### src/rtl/iob_fifo_sync_t2p_ctrl_pkg.sv
// Shared definitions for the t2p FIFO controller.
//   DEF_*        : default widths and threshold used by the top-level parameters
//   fifo_flags_t : registered status flags (empty / full / almost_full)
//   fifo_depth() : depth of a RAM with the given address width
package iob_fifo_sync_t2p_ctrl_pkg;

  localparam int DEF_DATA_W         = 21;
  localparam int DEF_ADDR_W         = 21;
  localparam int DEF_FIFO_DEPTH     = 2 ** DEF_ADDR_W;
  localparam int DEF_ALMOST_FULL_TH = DEF_FIFO_DEPTH - 1;

  typedef struct packed {
    logic empty;
    logic full;
    logic almost_full;
  } fifo_flags_t;

  function automatic int fifo_depth(input int addr_w);
    return 1 << addr_w;
  endfunction

endpackage

### src/rtl/iob_fifo_sync_t2p_ctrl_if.sv
// Push/pop FIFO bus between producer/consumer logic and the controller.
// Signal suffixes are from the controller's point of view.
//   slave  : controller side (takes requests, drives status and read data)
//   master : producer/consumer side
interface iob_fifo_sync_t2p_ctrl_if #(
  parameter int DATA_W = 21,
  parameter int ADDR_W = 21
) ();

  logic              w_en_i;
  logic [DATA_W-1:0] w_data_i;
  logic              w_full_o;
  logic              almost_full_o;
  logic              r_en_i;
  logic [DATA_W-1:0] r_data_o;
  logic              r_valid_o;
  logic              r_empty_o;
  logic [ADDR_W:0]   level_o;
  logic              overflow_o;
  logic              underflow_o;

  modport slave (
    input  w_en_i, w_data_i, r_en_i,
    output w_full_o, almost_full_o, r_data_o, r_valid_o, r_empty_o,
           level_o, overflow_o, underflow_o
  );

  modport master (
    output w_en_i, w_data_i, r_en_i,
    input  w_full_o, almost_full_o, r_data_o, r_valid_o, r_empty_o,
           level_o, overflow_o, underflow_o
  );

endinterface

### src/rtl/iob_counter_updown.sv
// Up/down counter with synchronous clear, clock enable and async reset.
//   clk_i/arst_i : clock, asynchronous active-high reset
//   cke_i        : load enable for the count register
//   clr_i        : synchronous clear (wins over inc/dec)
//   inc_i/dec_i  : count +1 / -1 (caller keeps them mutually exclusive)
//   cnt_o        : registered count
//   cnt_nxt_o    : value loaded at the next enabled edge
module iob_counter_updown #(
  parameter int W = 4
) (
  input  logic         clk_i,
  input  logic         arst_i,
  input  logic         cke_i,
  input  logic         clr_i,
  input  logic         inc_i,
  input  logic         dec_i,
  output logic [W-1:0] cnt_o,
  output logic [W-1:0] cnt_nxt_o
);

  logic [W-1:0] cnt_q, cnt_d;

  always_comb begin
    cnt_d = cnt_q;
    if (clr_i)      cnt_d = '0;
    else if (inc_i) cnt_d = cnt_q + W'(1);
    else if (dec_i) cnt_d = cnt_q - W'(1);
  end

  always_ff @(posedge clk_i or posedge arst_i) begin
    if (arst_i)     cnt_q <= '0;
    else if (cke_i) cnt_q <= cnt_d;
  end

  assign cnt_o     = cnt_q;
  assign cnt_nxt_o = cnt_d;

endmodule

### src/rtl/iob_fifo_sync_t2p_ctrl.sv
// Synchronous FIFO controller for an external true two-port RAM with a
// registered read port. Owns pointers, occupancy and flags; pop data comes
// straight from the RAM output, one cycle after an accepted pop.
//   clk_i, arst_i : clock, asynchronous active-high reset
//   cke_i         : clock enable (all state holds, no RAM enables when low)
//   rst_i         : synchronous clear, qualified by cke_i
//   fifo_if       : push/pop bus (slave side)
//   ext_mem_*     : RAM write port, read port and registered read data
module iob_fifo_sync_t2p_ctrl
  import iob_fifo_sync_t2p_ctrl_pkg::*;
#(
  parameter int DATA_W         = DEF_DATA_W,
  parameter int ADDR_W         = DEF_ADDR_W,
  parameter int ALMOST_FULL_TH = fifo_depth(ADDR_W) - 1
) (
  input  logic                    clk_i,
  input  logic                    arst_i,
  input  logic                    cke_i,
  input  logic                    rst_i,
  iob_fifo_sync_t2p_ctrl_if.slave fifo_if,
  output logic                    ext_mem_w_en_o,
  output logic [ADDR_W-1:0]       ext_mem_w_addr_o,
  output logic [DATA_W-1:0]       ext_mem_w_data_o,
  output logic                    ext_mem_r_en_o,
  output logic [ADDR_W-1:0]       ext_mem_r_addr_o,
  input  logic [DATA_W-1:0]       ext_mem_r_data_i
);

  localparam int              FIFO_DEPTH = fifo_depth(ADDR_W);
  localparam logic [ADDR_W:0] DEPTH_L    = (ADDR_W+1)'(FIFO_DEPTH);
  localparam logic [ADDR_W:0] AF_TH_L    = (ADDR_W+1)'(ALMOST_FULL_TH);
  localparam fifo_flags_t     FLAGS_RST  = '{empty: 1'b1, full: 1'b0,
                                             almost_full: (ALMOST_FULL_TH == 0)};

  logic [ADDR_W-1:0] w_ptr_q, w_ptr_d;
  logic [ADDR_W-1:0] r_ptr_q, r_ptr_d;
  fifo_flags_t       flags_q, flags_d;
  logic              r_valid_q, r_valid_d;
  logic              overflow_q, overflow_d;
  logic              underflow_q, underflow_d;
  logic [ADDR_W:0]   level, level_nxt;
  logic              push_ok, pop_ok;

  // Accepts look only at registered flags, so a push at full is rejected
  // even when a pop frees a slot in the same cycle (and vice versa at empty).
  assign push_ok = cke_i & fifo_if.w_en_i & ~flags_q.full;
  assign pop_ok  = cke_i & fifo_if.r_en_i & ~flags_q.empty;

  iob_counter_updown #(.W(ADDR_W + 1)) u_level (
    .clk_i     (clk_i),
    .arst_i    (arst_i),
    .cke_i     (cke_i),
    .clr_i     (rst_i),
    .inc_i     (push_ok & ~pop_ok),
    .dec_i     (pop_ok & ~push_ok),
    .cnt_o     (level),
    .cnt_nxt_o (level_nxt)
  );

  always_comb begin
    w_ptr_d     = w_ptr_q;
    r_ptr_d     = r_ptr_q;
    r_valid_d   = 1'b0;
    overflow_d  = 1'b0;
    underflow_d = 1'b0;
    // level_nxt is already 0 under rst_i, so flags need no special case
    flags_d.empty       = (level_nxt == '0);
    flags_d.full        = (level_nxt == DEPTH_L);
    flags_d.almost_full = (level_nxt >= AF_TH_L);
    if (rst_i) begin
      w_ptr_d = '0;
      r_ptr_d = '0;
    end else begin
      if (push_ok) w_ptr_d = w_ptr_q + ADDR_W'(1);
      if (pop_ok)  r_ptr_d = r_ptr_q + ADDR_W'(1);
      r_valid_d   = pop_ok;
      overflow_d  = fifo_if.w_en_i & flags_q.full;
      underflow_d = fifo_if.r_en_i & flags_q.empty;
    end
  end

  always_ff @(posedge clk_i or posedge arst_i) begin
    if (arst_i) begin
      w_ptr_q     <= '0;
      r_ptr_q     <= '0;
      flags_q     <= FLAGS_RST;
      r_valid_q   <= 1'b0;
      overflow_q  <= 1'b0;
      underflow_q <= 1'b0;
    end else if (cke_i) begin
      w_ptr_q     <= w_ptr_d;
      r_ptr_q     <= r_ptr_d;
      flags_q     <= flags_d;
      r_valid_q   <= r_valid_d;
      overflow_q  <= overflow_d;
      underflow_q <= underflow_d;
    end
  end

  assign ext_mem_w_en_o   = push_ok;
  assign ext_mem_w_addr_o = w_ptr_q;
  assign ext_mem_w_data_o = fifo_if.w_data_i;
  assign ext_mem_r_en_o   = pop_ok;
  assign ext_mem_r_addr_o = r_ptr_q;

  assign fifo_if.w_full_o      = flags_q.full;
  assign fifo_if.almost_full_o = flags_q.almost_full;
  assign fifo_if.r_empty_o     = flags_q.empty;
  assign fifo_if.level_o       = level;
  assign fifo_if.r_valid_o     = r_valid_q;
  assign fifo_if.r_data_o      = ext_mem_r_data_i;
  assign fifo_if.overflow_o    = overflow_q;
  assign fifo_if.underflow_o   = underflow_q;

endmodule
### src/flat_wrapper.sv
// flat-port wrapper written by rule: the top's interface ports become plain ports
module iob_fifo_sync_t2p_ctrl_flat import iob_fifo_sync_t2p_ctrl_pkg::*;
#(
  parameter int DATA_W         = DEF_DATA_W,
  parameter int ADDR_W         = DEF_ADDR_W,
  parameter int ALMOST_FULL_TH = fifo_depth(ADDR_W) - 1
)
  (clk_i, arst_i, cke_i, rst_i, ext_mem_w_en_o, ext_mem_w_addr_o, ext_mem_w_data_o, ext_mem_r_en_o, ext_mem_r_addr_o, ext_mem_r_data_i, fifo_if_w_en_i, fifo_if_w_data_i, fifo_if_r_en_i, fifo_if_w_full_o, fifo_if_almost_full_o, fifo_if_r_data_o, fifo_if_r_valid_o, fifo_if_r_empty_o, fifo_if_level_o, fifo_if_overflow_o, fifo_if_underflow_o);
  iob_fifo_sync_t2p_ctrl_if #(.DATA_W(DATA_W), .ADDR_W(ADDR_W)) fifo_if_i ();
  input  logic clk_i;
  input  logic arst_i;
  input  logic cke_i;
  input  logic rst_i;
  output logic ext_mem_w_en_o;
  output logic [ADDR_W-1:0] ext_mem_w_addr_o;
  output logic [DATA_W-1:0] ext_mem_w_data_o;
  output logic ext_mem_r_en_o;
  output logic [ADDR_W-1:0] ext_mem_r_addr_o;
  input  logic [DATA_W-1:0] ext_mem_r_data_i;
  input wire logic [$bits(fifo_if_i.w_en_i)-1:0] fifo_if_w_en_i;
  input wire logic [$bits(fifo_if_i.w_data_i)-1:0] fifo_if_w_data_i;
  input wire logic [$bits(fifo_if_i.r_en_i)-1:0] fifo_if_r_en_i;
  output wire logic [$bits(fifo_if_i.w_full_o)-1:0] fifo_if_w_full_o;
  output wire logic [$bits(fifo_if_i.almost_full_o)-1:0] fifo_if_almost_full_o;
  output wire logic [$bits(fifo_if_i.r_data_o)-1:0] fifo_if_r_data_o;
  output wire logic [$bits(fifo_if_i.r_valid_o)-1:0] fifo_if_r_valid_o;
  output wire logic [$bits(fifo_if_i.r_empty_o)-1:0] fifo_if_r_empty_o;
  output wire logic [$bits(fifo_if_i.level_o)-1:0] fifo_if_level_o;
  output wire logic [$bits(fifo_if_i.overflow_o)-1:0] fifo_if_overflow_o;
  output wire logic [$bits(fifo_if_i.underflow_o)-1:0] fifo_if_underflow_o;
  assign fifo_if_i.w_en_i = fifo_if_w_en_i;
  assign fifo_if_i.w_data_i = fifo_if_w_data_i;
  assign fifo_if_i.r_en_i = fifo_if_r_en_i;
  assign fifo_if_w_full_o = fifo_if_i.w_full_o;
  assign fifo_if_almost_full_o = fifo_if_i.almost_full_o;
  assign fifo_if_r_data_o = fifo_if_i.r_data_o;
  assign fifo_if_r_valid_o = fifo_if_i.r_valid_o;
  assign fifo_if_r_empty_o = fifo_if_i.r_empty_o;
  assign fifo_if_level_o = fifo_if_i.level_o;
  assign fifo_if_overflow_o = fifo_if_i.overflow_o;
  assign fifo_if_underflow_o = fifo_if_i.underflow_o;
  iob_fifo_sync_t2p_ctrl #(.DATA_W(DATA_W), .ADDR_W(ADDR_W), .ALMOST_FULL_TH(ALMOST_FULL_TH)) u_core (.clk_i(clk_i), .arst_i(arst_i), .cke_i(cke_i), .rst_i(rst_i), .fifo_if(fifo_if_i), .ext_mem_w_en_o(ext_mem_w_en_o), .ext_mem_w_addr_o(ext_mem_w_addr_o), .ext_mem_w_data_o(ext_mem_w_data_o), .ext_mem_r_en_o(ext_mem_r_en_o), .ext_mem_r_addr_o(ext_mem_r_addr_o), .ext_mem_r_data_i(ext_mem_r_data_i));
endmodule
### config.mk
export PLATFORM = sky130hd
export DESIGN_NAME = iob_fifo_sync_t2p_ctrl_flat
export DESIGN_NICKNAME = d
export VERILOG_FILES = /design/src/rtl/iob_fifo_sync_t2p_ctrl_pkg.sv /design/src/rtl/iob_fifo_sync_t2p_ctrl_if.sv /design/src/rtl/iob_counter_updown.sv /design/src/rtl/iob_fifo_sync_t2p_ctrl.sv /design/src/flat_wrapper.sv
export SDC_FILE = /design/constraint.sdc
export NUM_CORES = 1
export LEC_CHECK = 0
export ABC_AREA = 1
export ABC_CLOCK_PERIOD_IN_PS = 4180
export CAP_MARGIN = 20
export CORE_MARGIN = 4
export CORE_UTILIZATION = 51
export DETAILED_ROUTE_END_ITERATION = 8
export PLACE_DENSITY = 0.95
export SYNTH_ARGS = -nofsm -noshare
export SYNTH_HDL_FRONTEND = slang
export SYNTH_SLANG_ARGS = --single-unit
### constraint.sdc
create_clock -name clk_i -period 4.18 [get_ports clk_i]
set_clock_uncertainty 0.05 [all_clocks]
set_input_delay 0.418 -clock clk_i [delete_from_list [all_inputs] [get_ports clk_i]]
set_output_delay 0.418 -clock clk_i [all_outputs]
set_load 0.005 [all_outputs]
; ---- Yosys cells after proc, flatten, opt, wreduce, memory -nomap -nowiden
; Index checks and enable logic that the tools add are counted.
[word_totals]
ff_bits = 70
latchBits = 0
mem_bits_rw = 0
rom_bits = 0
inputBits = 48
output_inout_bits = 114
wordCells = 42
n_memories = 0
[op_classes]
n_addsub = 4
mul = 0
div = 0
n_lt_le_gt_ge = 1
n_eq_ne = 1
n_shift = 0
n_mux = 10
n_bitwise = 12
n_reduce_logical = 5
[op_table]
columns = cell, n
row1 = $mux 21, 4
row2 = $mux 22, 3
row3 = $add 21x1->21 const B, 2
row4 = $add 22x1->22 const B, 1
row5 = $eq 22x22->1 const B, 1
row6 = $ge 22x21->1 const B, 1
row7 = $logic_not 22->1, 1
row8 = $sub 22x1->22 const B, 1
row9 = $and 1x1->1, 8
row10 = $not 1->1, 4
row11 = $reduce_and 2->1, 2
row12 = $reduce_bool 2->1, 2
row13 = $mux 1, 3

; ---- Depth between registers and ports, before layout
; Gate-level depths: netlist (run 1).
[logic_depth]
ltp_word = 8
depth_mapped = 15
ltp_nobuf = 15

; ---- By module
; From an unflattened synthesis (run 1), not the netlist that was laid out.
[unflattened]
hier_cells = 780
area_unflattened_um2 = 5307.6
[by_module_without_submodules]
columns = module, n_inst, cells_per_inst, area_each_um2, seq_area_each_um2
row1 = iob_fifo_sync_t2p_ctrl, 1, 449, 3253.1, 1202.4
row2 = iob_counter_updown, 1, 331, 2054.5, 550.5

; ---- Worst setup path after synthesis (run 1)
; Ideal clock, no wire load.
[synth_path]
path_type = register -> register
from = register u_core.w_ptr_q[0], in the netlist u_core.ext_mem_w_addr_o[0]
to = register u_core.w_ptr_q[18], in the netlist u_core.ext_mem_w_addr_o[18]
setup_ns = 0.132
arrival_ns = 1.721
t_required_ns = 3.998
slack_ns = 2.277
path_stages_with_launch = 10
path_buffers = 0
period_less_slack_ns = 1.903
path_cell_list = dfrtp_1 > ha_1 > inv_1 > nor4_1 > nand3_1 > nor3_1 > nand2_1 > nor2_1 > xnor2_1 > nor2_1
[synth_between]
elab_chain_cells = 3
[synth_rtl]
columns = item, line
row1 = "start, declared", iob_fifo_sync_t2p_ctrl.sv:35  ; logic [ADDR_W-1:0] w_ptr_q, w_ptr_d;
row2 = "start signal, assigned", iob_fifo_sync_t2p_ctrl.sv:91  ; w_ptr_q <= w_ptr_d;
row3 = $add 21x1->21, iob_fifo_sync_t2p_ctrl.sv:74  ; if (push_ok) w_ptr_d = w_ptr_q + ADDR_W'(1);
row4 = $mux 21, iob_fifo_sync_t2p_ctrl.sv:74
row5 = $mux 21, iob_fifo_sync_t2p_ctrl.sv:70  ; if (rst_i) begin
; No other way between the ends. The select of a mux whose other input is x is not followed.
; A chain may end at the register's enable or synchronous reset.

; ---- Final worst setup path (run 1)
[layout_path]
from = input cke_i
to = register u_core.w_ptr_q[11], in the netlist u_core.ext_mem_w_addr_o[11]
[layout_between]
elab_chain_cells = 4
[layout_rtl]
columns = item, line
row1 = "start, declared", flat_wrapper.sv:12  ; input logic cke_i;
row2 = $and 1x1->1 (2 in a row), iob_fifo_sync_t2p_ctrl.sv:46  ; assign push_ok = cke_i & fifo_if.w_en_i & ~flags_q.full;
row3 = $reduce_bool 2->1 (no line), --
row4 = $reduce_and 2->1 (no line) (*), --
; Every way passes the cells marked *; elsewhere a longest branch is shown, timed or not.

==> results of run 1 <==
[path summary, 6_finish.rpt]
path	slack, ps	depth (start not counted)	end	from
setup / recovery	1230	10	u_core.ext_mem_w_addr_o[11]	cke_i
hold / removal	440	2	u_core.fifo_if.r_valid_o	u_core.fifo_if.r_valid_o
setup reg to reg	1850	13	u_core.fifo_if.w_full_o	u_core.fifo_if.w_full_o
hold reg to reg	440	2	u_core.fifo_if.r_valid_o	u_core.fifo_if.r_valid_o
max in group asynchronous	2820	3	u_core.fifo_if.w_full_o	arst_i
min in group asynchronous	490	2	u_core.fifo_if.r_valid_o	arst_i
[cell families after synthesis]
family                   Yosys count  synth area share (%)
AO/OA/AOI/OAI                     76                 8.252
AND/OR/NAND/NOR                  431                 39.34
adder cells (fa/ha/maj)            4                0.9973
flip-flops                        70                 34.93
XOR/XNOR                          10                 1.745
buffers and inverters            146                 14.73
[cell usage after synthesis, types with 8 or more instances]
cell type  count  share of area, %
a21oi_1       14               1.4
inv_1         80               6.0
clkbuf_1       8              0.60
dfrtp_1       69                34
o22ai_1        9               1.1
nand3_1       74               7.4
nand4_1       20               2.5
buf_4         45               6.7
nor3_1        15               1.5
o21ai_0       46               4.6
nor2_1        92               6.9
nand2_1      190                14
[where the power goes]
part	switching, mW	internal, mW	leakage, nW	total [mW]
Clock	0.290	0.280	0.101	0.570
Sequential	0.0976	0.733	0.964	0.830
Combinational	0.360	0.252	1.51	0.612
[worst max-delay path: stages]
cell and delay [ps]:
clkdlybuf4s50_1 790, nand2_1 360, inv_1 440, nor2_1 180, nor3_1 280, nand2_1 120, nor2_1 150, nand2_1 90
nor3b_1 200, nor3_1 60
[final cells by class]
class | instances | area [um^2]
Clock inverter | 6 | 70.07
Multi-Input combinational cell | 521 | 2526
Fill cell | 812 | 3654
Tap cell | 129 | 161.4
Inverter | 84 | 315.3
Timing Repair Buffer | 82 | 808.3
Clock buffer | 10 | 127.6
Sequential cell | 70 | 1753
[per-layer routing]
| layer | wire [um] | vias to the layer above | track usage (%) |
|---|---|---|---|
| li1 | - | 2422 | - |
| met1 | 5388 | 2298 | 30.89 |
| met2 | 6096 | 234 | 36.91 |
| met3 | 1155 | 14 | 6.141 |
| met4 | 138 | 0 | 6.758 |
| met5 | 0 | - | 0 |
[through the flow]
| step | hold WS (ps) | cell area [um^2] | setup slack (ps) |
|---|---|---|---|
| after detailed placement | 420.9 | 5564 | 993.2 |
| after global routing | 503.2 | 5762 | 994.8 |
| final | 439.0 | 5762 | 1228 |
| after CTS | 444.1 | 5762 | 1319 |
| after floorplan | 423.7 | 5019 | 1945 |
| after global placement | 420.5 | 5564 | 1097 |
==> impl_summary.md, run 1 <==
Finish
The final-stage net count is a little over 800. The number of diodes is 0. The layout-stage area growth over the synthesis result is 14.81%. Once layout is complete, the utilization of the core stands at approximately three fifths. The flip-flop count of the largest register, all copies and words added is 22. Excluding fillers, the count of instances in the completed layout stands at 902. Leaving out fill and tap cells, the most frequent cell in the layout is nand2_1. The layout cell share with drive strength beyond 1 is slightly below 6%.

The top cell types in the final layout, fill and taps aside, are nand2_1 (190), nor2_1 (92), inv_1 (79).

Route
The number of DRC markers after the initial detailed-route iteration is around 350. The routed layout has 4968 vias. The number of iterations in the first detailed-routing pass is 6.

The final antenna-violating net count is 0. The DRC violation count after routing is 0. Wires add up to 12780 um.

The vias per cell is between 5 and 6. After detailed routing, the average wire length per cell comes to 14.17 um.

Pwr
The power per standard cell area is about 350 nW/um^2. The total power is roughly 2.0 mW. For this design the static power due to leakage is roughly 2.6 nW. The maximum VDD drop is slightly below 0.2 mV.

Synthesis
The portion of the post-synthesis area used by sequential elements is between 30% and 40%. The cell count after synthesis came out at about 740. The most used flip-flop cell after synthesis is dfrtp_1. For this run, asynchronously set or reset flops after synthesis account for between 90% and 100%. The count of cell types in the netlist is 42. The Yosys step of the flow raised 0 warnings. The post-synthesis instance area is 5019 um^2. The count of flip-flops with a built-in enable after synthesis is 0.

The average cell area after synthesis is between 6 and 7 um^2. The number of nets in the synthesized netlist is 789. In this run, synthesis produced a sequential element count of 70.

Global route
The number of antenna violations at the first check in global routing is 0. The global-route congestion overflow total is 0. The pin count of the biggest net entering global routing is around 40. The number of global-route vias before repair came to 4617.

The global-route wire length before repair is roughly 22000 um. The total routing resource utilization after global routing is about 23%.

Clocking
Buffers inserted during clock tree synthesis total 9. For this design, the sink count on the clock tree is 70. The number of setup buffers added after CTS is 0. The clock tree from TritonCTS is done. In this run the clock root is driven by a clkbuf_8. For the worst-skew pair, the clock arrives at the later sink with an insertion delay of approximately 350 ps. The H-tree level count is 3.

The clock transition at the registers of the reported paths is 80 ps. The buffer levels on the longest clock path is 2. The post-cts sizing count is 0. The number of hold buffers added after cts is 0.

Min path
The kind of path behind the tightest hold check is register to register.

STA
Static timing analysis puts the maximum clock frequency at 338.8 MHz. The final-report max-slew violation count is 0. Setup violations remaining at the end of the flow were counted as 0.

At the pin with the least slew margin, the transition time is 819.3 ps. The final total negative setup slack is 0 ps. The period utilization is between 70% and 80%. The final critical-path required period is around 3000 ps. Measured against its own limit, the worst slew margin works out to between 40% and 50%. Setup repair after global routing left no endpoint under its margin. The number of hold violations in the final report was 0.

Placement
The final weighted congestion in routability-driven placement is ~0.99. The placed wire-length estimate is between 9000 and 10000 um. Once placement completed, the tool counted placed cells totaling slightly below 900. The total of buffers placed on input and output ports is 77.

Die
The die covers between 10000 and 15000 um^2. The die is between 100 and 150 um tall. The floorplan step defined a core boundary enclosing approximately 9400 um^2. The floorplan step set the die width to around 110 um. approximately 160 I/O pins were placed.

The row count is 35. Once the floorplan was initialized, standard cells occupied between 50% and 60% of the core.

Critical path
The type of origin of the critical path is a primary input. Along the worst path, the maximum fanout reaches 15. STA classifies the critical path endpoint as a register. STA puts the critical path data required time at 4340 ps. The critical path is of the primary input to register type. The arrival time of data at the critical path endpoint is 3120 ps.

Job
Across the run, the number of max-cap violations was 0.

Status
The flow ran to the end, and the final reports show no timing, DRC or antenna violations.
No activity file was read; power rests on OpenSTA's default activity.
==> run 2: changes to the inputs <==
--- a/config.mk
+++ b/config.mk
@@ -6,12 +6,12 @@
 export NUM_CORES = 1
 export LEC_CHECK = 0
 export ABC_AREA = 1
-export ABC_CLOCK_PERIOD_IN_PS = 4180
+export ABC_CLOCK_PERIOD_IN_PS = 2680
 export CAP_MARGIN = 20
 export CORE_MARGIN = 4
-export CORE_UTILIZATION = 51
+export CORE_UTILIZATION = 43
 export DETAILED_ROUTE_END_ITERATION = 8
-export PLACE_DENSITY = 0.95
+export PLACE_DENSITY = 0.9
 export SYNTH_ARGS = -nofsm -noshare
 export SYNTH_HDL_FRONTEND = slang
 export SYNTH_SLANG_ARGS = --single-unit
==> constraint.sdc (replaced) <==
create_clock -name clk_i -period 2.68 [get_ports clk_i]
set_clock_uncertainty 0.05 [all_clocks]
set_input_delay 0.268 -clock clk_i [delete_from_list [all_inputs] [get_ports clk_i]]
set_output_delay 0.268 -clock clk_i [all_outputs]
set_load 0.005 [all_outputs]
==> run 2 against run 1 <==
  * Sequential share of layout area fell by 1.1 points
  * Wire length is 3.7% higher
  * Register-to-register slack worse by 1400 ps
  * Via count grew 0.28%
  * Critical endpoint is now u_core.fifo_if.almost_full_o
  * Flip-flop and latch count did not move
  * Power is 77% higher
  * Global-route usage down 2.8 points
  * Worst setup slack lost 820 ps
  * Sequential power grew 55%
  * Utilization is 8.9 points lower
  * Largest cell class unchanged
  * Critical path depth rose by 4
  * First-iteration DRC count grew 7.1%
==> impl_summary.md, run 2 (synthesis results as in run 1) <==
Critical path
The most critical setup path has its startpoint at cke_i. The setup slack on the worst flop-to-flop path came to 430 ps (-1420 ps). The critical-path maximum fanout was 13 (-2). The startpoint identified for the worst register-to-register timing path is u_core.ext_mem_w_addr_o[0]. The critical path goes through clkdlybuf4s50_1 -> buf_4 -> nand3_2 -> nor2_4 -> nand2_1 -> nand3_1 -> nand3_1 -> nor2_1 -> nand2_1 -> nor2_1 -> nand3_1 -> nor2_1 -> nand3_1 -> nand2_1. STA classifies the critical path endpoint as a register. The endpoint required time on the critical path came to 2900 ps (-1440 ps).

The library cell appearing most often on the critical path is nand3_1. In this run the worst setup path terminates at u_core.fifo_if.almost_full_o. The path depth of the worst reg2reg path is 9 (-4).

The worst setup path category is primary input to register. The critical register-to-register path endpoint is u_core.ext_mem_w_addr_o[18]. The type of origin of the critical path is a primary input. The arrival time of data at the critical path endpoint is 2490 ps (-630 ps).

The delay of the slowest critical-path stage is 540 ps (-250 ps). The cell with the largest stage delay on the worst path is clkdlybuf4s50_1.

Finish
The commonest non-fill, non-tap cell in the layout is nand2_1. The flip-flop count of the largest register, all copies and words added is 22 (unchanged). The number of diodes is 0 (unchanged). The top cell types in the final layout, fill and taps aside, are nand2_1 (190), nor2_1 (92), inv_1 (79). The count of placed standard cells in the final layout, fillers left out was 924 (+2.4%). The layout-stage area growth over the synthesis result is 18.95%. The final-stage net count is 828 (+0.98%).

The final-layout fill cell count was 1090 (+34%). The layout cell share with drive strength beyond 1 came to 6.786% (+0.96 points).

Clocking
The number of hold buffers added after cts was 0 (unchanged). The clock transition at the registers of the reported paths came to 60 ps (-20 ps). The clock tree from TritonCTS is done. The buffer levels on the longest clock path is 2 (unchanged). The total number of clock tree sinks was 70 (unchanged). The buffer count from post-CTS setup fixing is 0 (unchanged). The H-tree level count is 3 (unchanged). The worst-skew pair later-pin latency was 330 ps (-20 ps). The tree is rooted in a clkbuf_16. The post-cts sizing count is 0 (unchanged).

The number of CTS-inserted buffers was 9 (unchanged).

Placement
The final weighted congestion in routability-driven placement is 0.9400 (-4.8%). The count of placed standard cells including taps is 908 (+2.5%). The total of buffers placed on input and output ports is 77 (unchanged). The post-placement worst setup slack is 128.4 ps (-864.7 ps).

The placed wire-length estimate is 9686 um (+3.0%).

Route
The final antenna-violating net count is 0 (unchanged). The number of iterations in the first detailed-routing pass is 5 (-1). The DRC violation count after routing is 0 (unchanged). The routed via count is 4982 (+0.28%). The wire length reported by the detailed router is 13250 um (+3.7%). The vias per cell is 5.392 (-2.1%).

The number of DRC markers after the initial detailed-route iteration is 378 (+7.1%). The detailed-route wire length per cell is 14.34 um (+1.2%).

Die
The initial cell density of the core was 43.95% (-9.4 points). The count of pins on the block boundary is 162 (unchanged). The die span in x was 116.0 um (+8.2%). The die area is 13460 um^2 (+17%). The overall die height is 116.0 um (+8.2%). The area of the core is 11420 um^2 (+21%).

The row count is 39 (+11%).

Min path
The kind of path behind the tightest hold check is primary input to asynchronous set/reset pin.

Pwr
The power per standard cell area came to 597.5 nW/um^2 (+71%). The maximum VDD drop came to 0.3582 mV (+82%). The combinational power share is 27.7% (-2.7 points). The internal power is 2.368 mW (+87%). The switching share of total power was 33.62% (-3.5 points). The reported net switching power came to 1.199 mW (+60%). The power share of the sequential group is 36.3% (-5.0 points). The cell leakage power is 2.667 nW (+3.7%). The relative contribution of the clock network to total power was 36.1% (+7.8 points). The total power was 3.567 mW (+77%).

Global route
The total routing resource utilization after global routing is 20.33% (-2.8 points). The number of antenna violations at the first check in global routing is 0 (unchanged). The pin count of the biggest net entering global routing is 39 (-4.9%). The number of global-route vias before repair is 4682 (+1.4%).

The global-route congestion overflow total is 0 (unchanged). The global-route wire length before repair is 22060 um (+1.7%).

Status
The run finished with clean final reports.

STA
The number of hold violations in the final report is 0 (unchanged). The smallest setup slack after layout is 407.8 ps (-820.3 ps). The period utilization is a little over four fifths. Static timing analysis puts the maximum clock frequency at approximately 440 MHz.

Setup repair after global routing left no endpoint under its margin. After layout, the minimum clock period comes to 2272 ps. The count of final setup violators came to 0 (unchanged). The transition time of the tightest slew-check pin was 655.4 ps (-164.0 ps). The relative max-transition margin is 56.24% (+11 points). The final total negative setup slack is 0 ps (unchanged).

The final-report max-slew violation count is 0 (unchanged).

Job
The max-capacitance violation count came to 0 (unchanged).
## run 2: worst max-delay path: cells and delay by family
family,cells,cell delay (ps)
AND/OR/NAND/NOR,12,1440
buffers and inverters,2,770
## run 2: worst min path at each step
stage                              startpoint                        end  slack (ps)  cells after the start
finish                                 arst_i    u_core.u_level.cnt_o[0]         300                      2
CTS                                    arst_i    u_core.u_level.cnt_o[0]         320                      2
global route                           arst_i    u_core.u_level.cnt_o[0]         350                      2
floorplan                      fifo_if_w_en_i  u_core.fifo_if.overflow_o         360                      2
detailed placement   u_core.fifo_if.r_valid_o   u_core.fifo_if.r_valid_o         420                      2
global placement    u_core.fifo_if.overflow_o  u_core.fifo_if.overflow_o         420                      2
## run 2: per-stage QoR
stage               instance area [um^2]  utilization (%)  hold WS (ps)
global route                        5969            52.28         353.7
detailed placement                  5654            49.52         424.2
floorplan                           5019                -         364.8
global placement                    5654            49.52         420.5
finish                              5969            52.28         298.9
CTS                                 5969            52.28         316.2
## run 2: final cells by class
cell class	count	area, um^2	share of cell area (%)
Clock buffer	10	229.0	3.836
Clock inverter	6	86.33	1.446
Inverter	84	315.3	5.282
Multi-Input combinational cell	521	2526	42.32
Sequential cell	70	1753	29.36
Tap cell	143	178.9	2.997
Timing Repair Buffer	90	880.8	14.76
## run 2: metal layers
layer / GRT usage, % / wire length [um] / vias to the layer above
met5: 0 / 0 / -
met4: 7.115 / 267 / 0
met3: 5.640 / 1050 / 28
met2: 32.95 / 6219 / 213
met1: 26.16 / 5714 / 2299
li1: - / - / 2442
## run 2: power by group through the flow
stage	logic, mW	clock network, mW	registers (mW)
2_1_floorplan	0.688	0	1.26
3_3_place_gp	0.952	0	1.31
3_5_place_dp	0.968	0	1.31
4_1_cts	0.985	1.30	1.29
5_1_grt	1.10	1.35	1.31
6_report	0.986	1.29	1.29
==> run 3: changes to the inputs <==
--- a/config.mk
+++ b/config.mk
@@ -6,12 +6,12 @@
 export NUM_CORES = 1
 export LEC_CHECK = 0
 export ABC_AREA = 1
-export ABC_CLOCK_PERIOD_IN_PS = 2680
+export ABC_CLOCK_PERIOD_IN_PS = 2150
 export CAP_MARGIN = 20
 export CORE_MARGIN = 4
-export CORE_UTILIZATION = 43
+export CORE_UTILIZATION = 47
 export DETAILED_ROUTE_END_ITERATION = 8
-export PLACE_DENSITY = 0.9
+export PLACE_DENSITY = 0.93
 export SYNTH_ARGS = -nofsm -noshare
 export SYNTH_HDL_FRONTEND = slang
 export SYNTH_SLANG_ARGS = --single-unit
==> constraint.sdc (replaced) <==
create_clock -name clk_i -period 2.15 [get_ports clk_i]
set_clock_uncertainty 0.05 [all_clocks]
set_input_delay 0.215 -clock clk_i [delete_from_list [all_inputs] [get_ports clk_i]]
set_output_delay 0.215 -clock clk_i [all_outputs]
set_load 0.005 [all_outputs]
==> run 3 against run 2 <==
  * Cell count increased by 3.5%
  * Combinational power is 50% higher
  * First-iteration DRC count fell by 12%
==> impl_summary.md, run 3 (synthesis results as in run 1) <==
Pwr
The power share of the sequential group is 37.6% (+1.3 points). The reported net switching power was 1.548 mW (+29%). The power per standard cell area is 668.2 nW/um^2 (+12%).

The switching share of total power was 36.13% (+2.5 points). The internal power was 2.736 mW (+16%). The combinational power share is 34.5% (+6.8 points). The relative contribution of the clock network to total power is 27.9% (-8.2 points). The cell leakage power is 2.875 nW (+7.8%).

The maximum VDD drop is 0.4337 mV (+21%).

Finish
The final-layout fill cell count was 881 (-19%). The layout-stage area growth over the synthesis result is 27.75%. The area of the multi-input gates is 2731 um^2 (+8.1%). The core occupancy in the finished layout came to 61.82% (+9.5 points). The count of placed standard cells in the final layout, fillers left out is 956 (+3.5%).

The layout cell share with drive strength beyond 1 came to 17.32% (+11 points). The library cells used most frequently in the layout, excluding fill and tap cells, are nand2_1 (186), nor2_1 (82), inv_1 (77). The number of diodes is 0 (unchanged).

The flip-flop and latch area is 1765 um^2 (+0.71%). The final-stage net count is 868 (+4.8%). The commonest non-fill, non-tap cell in the layout is nand2_1. The flip-flop count of the largest register, all copies and words added was 22 (unchanged).

Global route
The number of global-route vias before repair came to 4866 (+3.9%). The number of antenna violations at the first check in global routing is 0 (unchanged). The total routing resource utilization after global routing was 21.58% (+1.3 points). The global-route congestion overflow total is 0 (unchanged). The global-route wire length before repair is 22540 um (+2.2%).

The pin count of the biggest net entering global routing was 71 (+82%).

Job
The max-capacitance violation count was 0 (unchanged).

Placement
The final weighted congestion in routability-driven placement came to 0.9257 (-1.5%). The placed wire-length estimate is 9827 um (+1.5%). The count of placed standard cells including taps is 933 (+2.8%). The total of buffers placed on input and output ports was 77 (unchanged).

Route
The wire length reported by the detailed router is 14030 um (+5.9%). The number of DRC markers after the initial detailed-route iteration is 333 (-12%). The DRC violation count after routing is 0 (unchanged). The number of iterations in the first detailed-routing pass is 7 (+2). The routed via count is 5251 (+5.4%). The vias per cell is 5.493 (+1.9%). The detailed-route wire length per cell is 14.68 um (+2.3%). The final antenna-violating net count is 0 (unchanged).

STA
Setup repair after global routing could not meet its margin everywhere. The transition time of the tightest slew-check pin is 481.5 ps (-173.9 ps). The number of hold violations in the final report was 0 (unchanged). The smallest hold slack came to 186.3 ps (-112.7 ps). The final-report max-slew violation count is 0 (unchanged). The final total negative setup slack came to 0 ps (unchanged). The period utilization is between 90 and 100%. The relative max-transition margin is 67.78% (+12 points). The final critical-path required period is between 2000 and 2500 ps. The count of final setup violators came to 0 (unchanged).

The achievable clock frequency is ~470 MHz.

Clocking
The H-tree level count is 3 (unchanged). The clock tree from TritonCTS is done. The number of CTS-inserted buffers was 9 (unchanged).

The root buffer cell is clkbuf_8. The number of hold buffers added after cts is 0 (unchanged). The worst-skew pair later-pin latency is 360 ps (+30 ps). The clock transition at the registers of the reported paths is 90 ps (+30 ps).

The total number of clock tree sinks came to 70 (unchanged). The buffer levels on the longest clock path came to 2 (unchanged).

Critical path
The library cell appearing most often on the critical path is nand2_1. Traced cell by cell, the critical path runs through nor2_1 -> nand3_4 -> nor2_8 -> nand3_2 -> nand2_1 -> nand2_1 -> nand3_2 -> nand2_1 -> nor2_1 -> nand2_1 -> nor2_2 -> nand3_1 -> nand2_1. The critical-path maximum fanout came to 9 (-4).

The cell with the largest stage delay on the worst path is dfrtp_2. The type of origin of the critical path is a register. The critical path is of the register to register type.

The delay of the slowest critical-path stage is 480 ps (-60 ps). The arrival time of data at the critical path endpoint is 2370 ps (-120 ps). The endpoint required time on the critical path is 2390 ps (-510 ps). The category of the worst setup path capture point is a register.

Die
The overall die height is 111.3 um (-4.0%). The initial cell density of the core is 48.40% (+4.4 points). The die area came to 12400 um^2 (-7.9%). The row count is 37 (-5.1%).

The count of pins on the block boundary was 162 (unchanged). The die span in x is 111.3 um (-4.0%). The area of the core was 10370 um^2 (-9.2%).

Status
The flow ran to the end, and the final reports show no timing, DRC or antenna violations.

Min path
The min-delay analysis places its worst path in the category primary input to asynchronous set/reset pin.
==> run 3: cell count changes in the layout (fill, tap and decap cells not counted), sizes merged <==
cell           before  now
clkinv              4    1
dlymetal6s2s        0    2
buf                13   53
inv                83   84
clkinvlp            1    2
clkdlybuf4s50      77   75
==> run 3: worst paths after layout <==
kind / from / to / slack, ps / cells after the start
worst max register to register: u_core.u_level.cnt_o[3] / u_core.fifo_if.r_empty_o / 20 / 13
worst min register to register: u_core.fifo_if.r_valid_o / u_core.fifo_if.r_valid_o / 440 / 2
min in group clk_i: fifo_if_r_en_i / u_core.fifo_if.underflow_o / 190 / 3
max in group asynchronous: arst_i / u_core.fifo_if.r_empty_o / 1490 / 3
worst max-delay path: u_core.u_level.cnt_o[3] / u_core.fifo_if.r_empty_o / 20 / 13
worst min-delay path: arst_i / u_core.ext_mem_r_addr_o[1] / 190 / 3
==> run 3: repair_timing <==
| item | 4_1_cts | 5_1_grt |
|---|---|---|
| setup endpoints to repair | 1 | 15 |
| pin swaps | 0 | 18 |
| gates resized for setup | 1 | 61 |
| hold endpoints to repair | 0 | 0 |
| buffers inserted | 0 | 8 |
==> run 3: per-stage QoR <==
| stage | setup slack (ps) | power [mW] | cell area, um^2 |
|---|---|---|---|
| 2_1_floorplan | 118.4 | 2.434 | 5019 |
| 3_3_place_gp | -175.7 | 2.902 | 5911 |
| 3_5_place_dp | -230.1 | 2.928 | 5911 |
| 4_1_cts | 16.48 | 4.135 | 6127 |
| 5_1_grt | -107.7 | 4.528 | 6411 |
| 6_report | 20.97 | 4.284 | 6411 |
==> run 3: layer usage <==
layer | up-vias | GRT usage [%] | routed length [um]
li1 | 2515 | - | -
met1 | 2453 | 28.33 | 5698
met2 | 239 | 35.06 | 6734
met3 | 44 | 4.837 | 1201
met4 | 0 | 7.948 | 396
met5 | - | 0 | 0
==> run 3: final cells by class <==
type | count | area share (%)
clock buffer | 10 | 1.991
inverter | 84 | 4.957
sequential | 70 | 27.54
multi-input combinational | 521 | 42.60
clock inverter | 5 | 1.308
timing repair buffer | 130 | 18.95
tap | 136 | 2.654
==> run 3: worst max-delay path: cells and delay by family, from the launching register on <==
family	cells	cell delay, ps
flip-flops	1	480
AND/OR/NAND/NOR	13	1520
==> run 3: power groups by stage <==
| stage | clock network (mW) | registers [mW] | logic, mW |
|---|---|---|---|
| final | 1.20 | 1.61 | 1.48 |
| after global routing | 1.27 | 1.63 | 1.63 |
| after CTS | 1.22 | 1.59 | 1.33 |
| after detailed placement | 0 | 1.61 | 1.31 |
| after global placement | 0 | 1.61 | 1.29 |
| after floorplan | 0 | 1.58 | 0.858 |
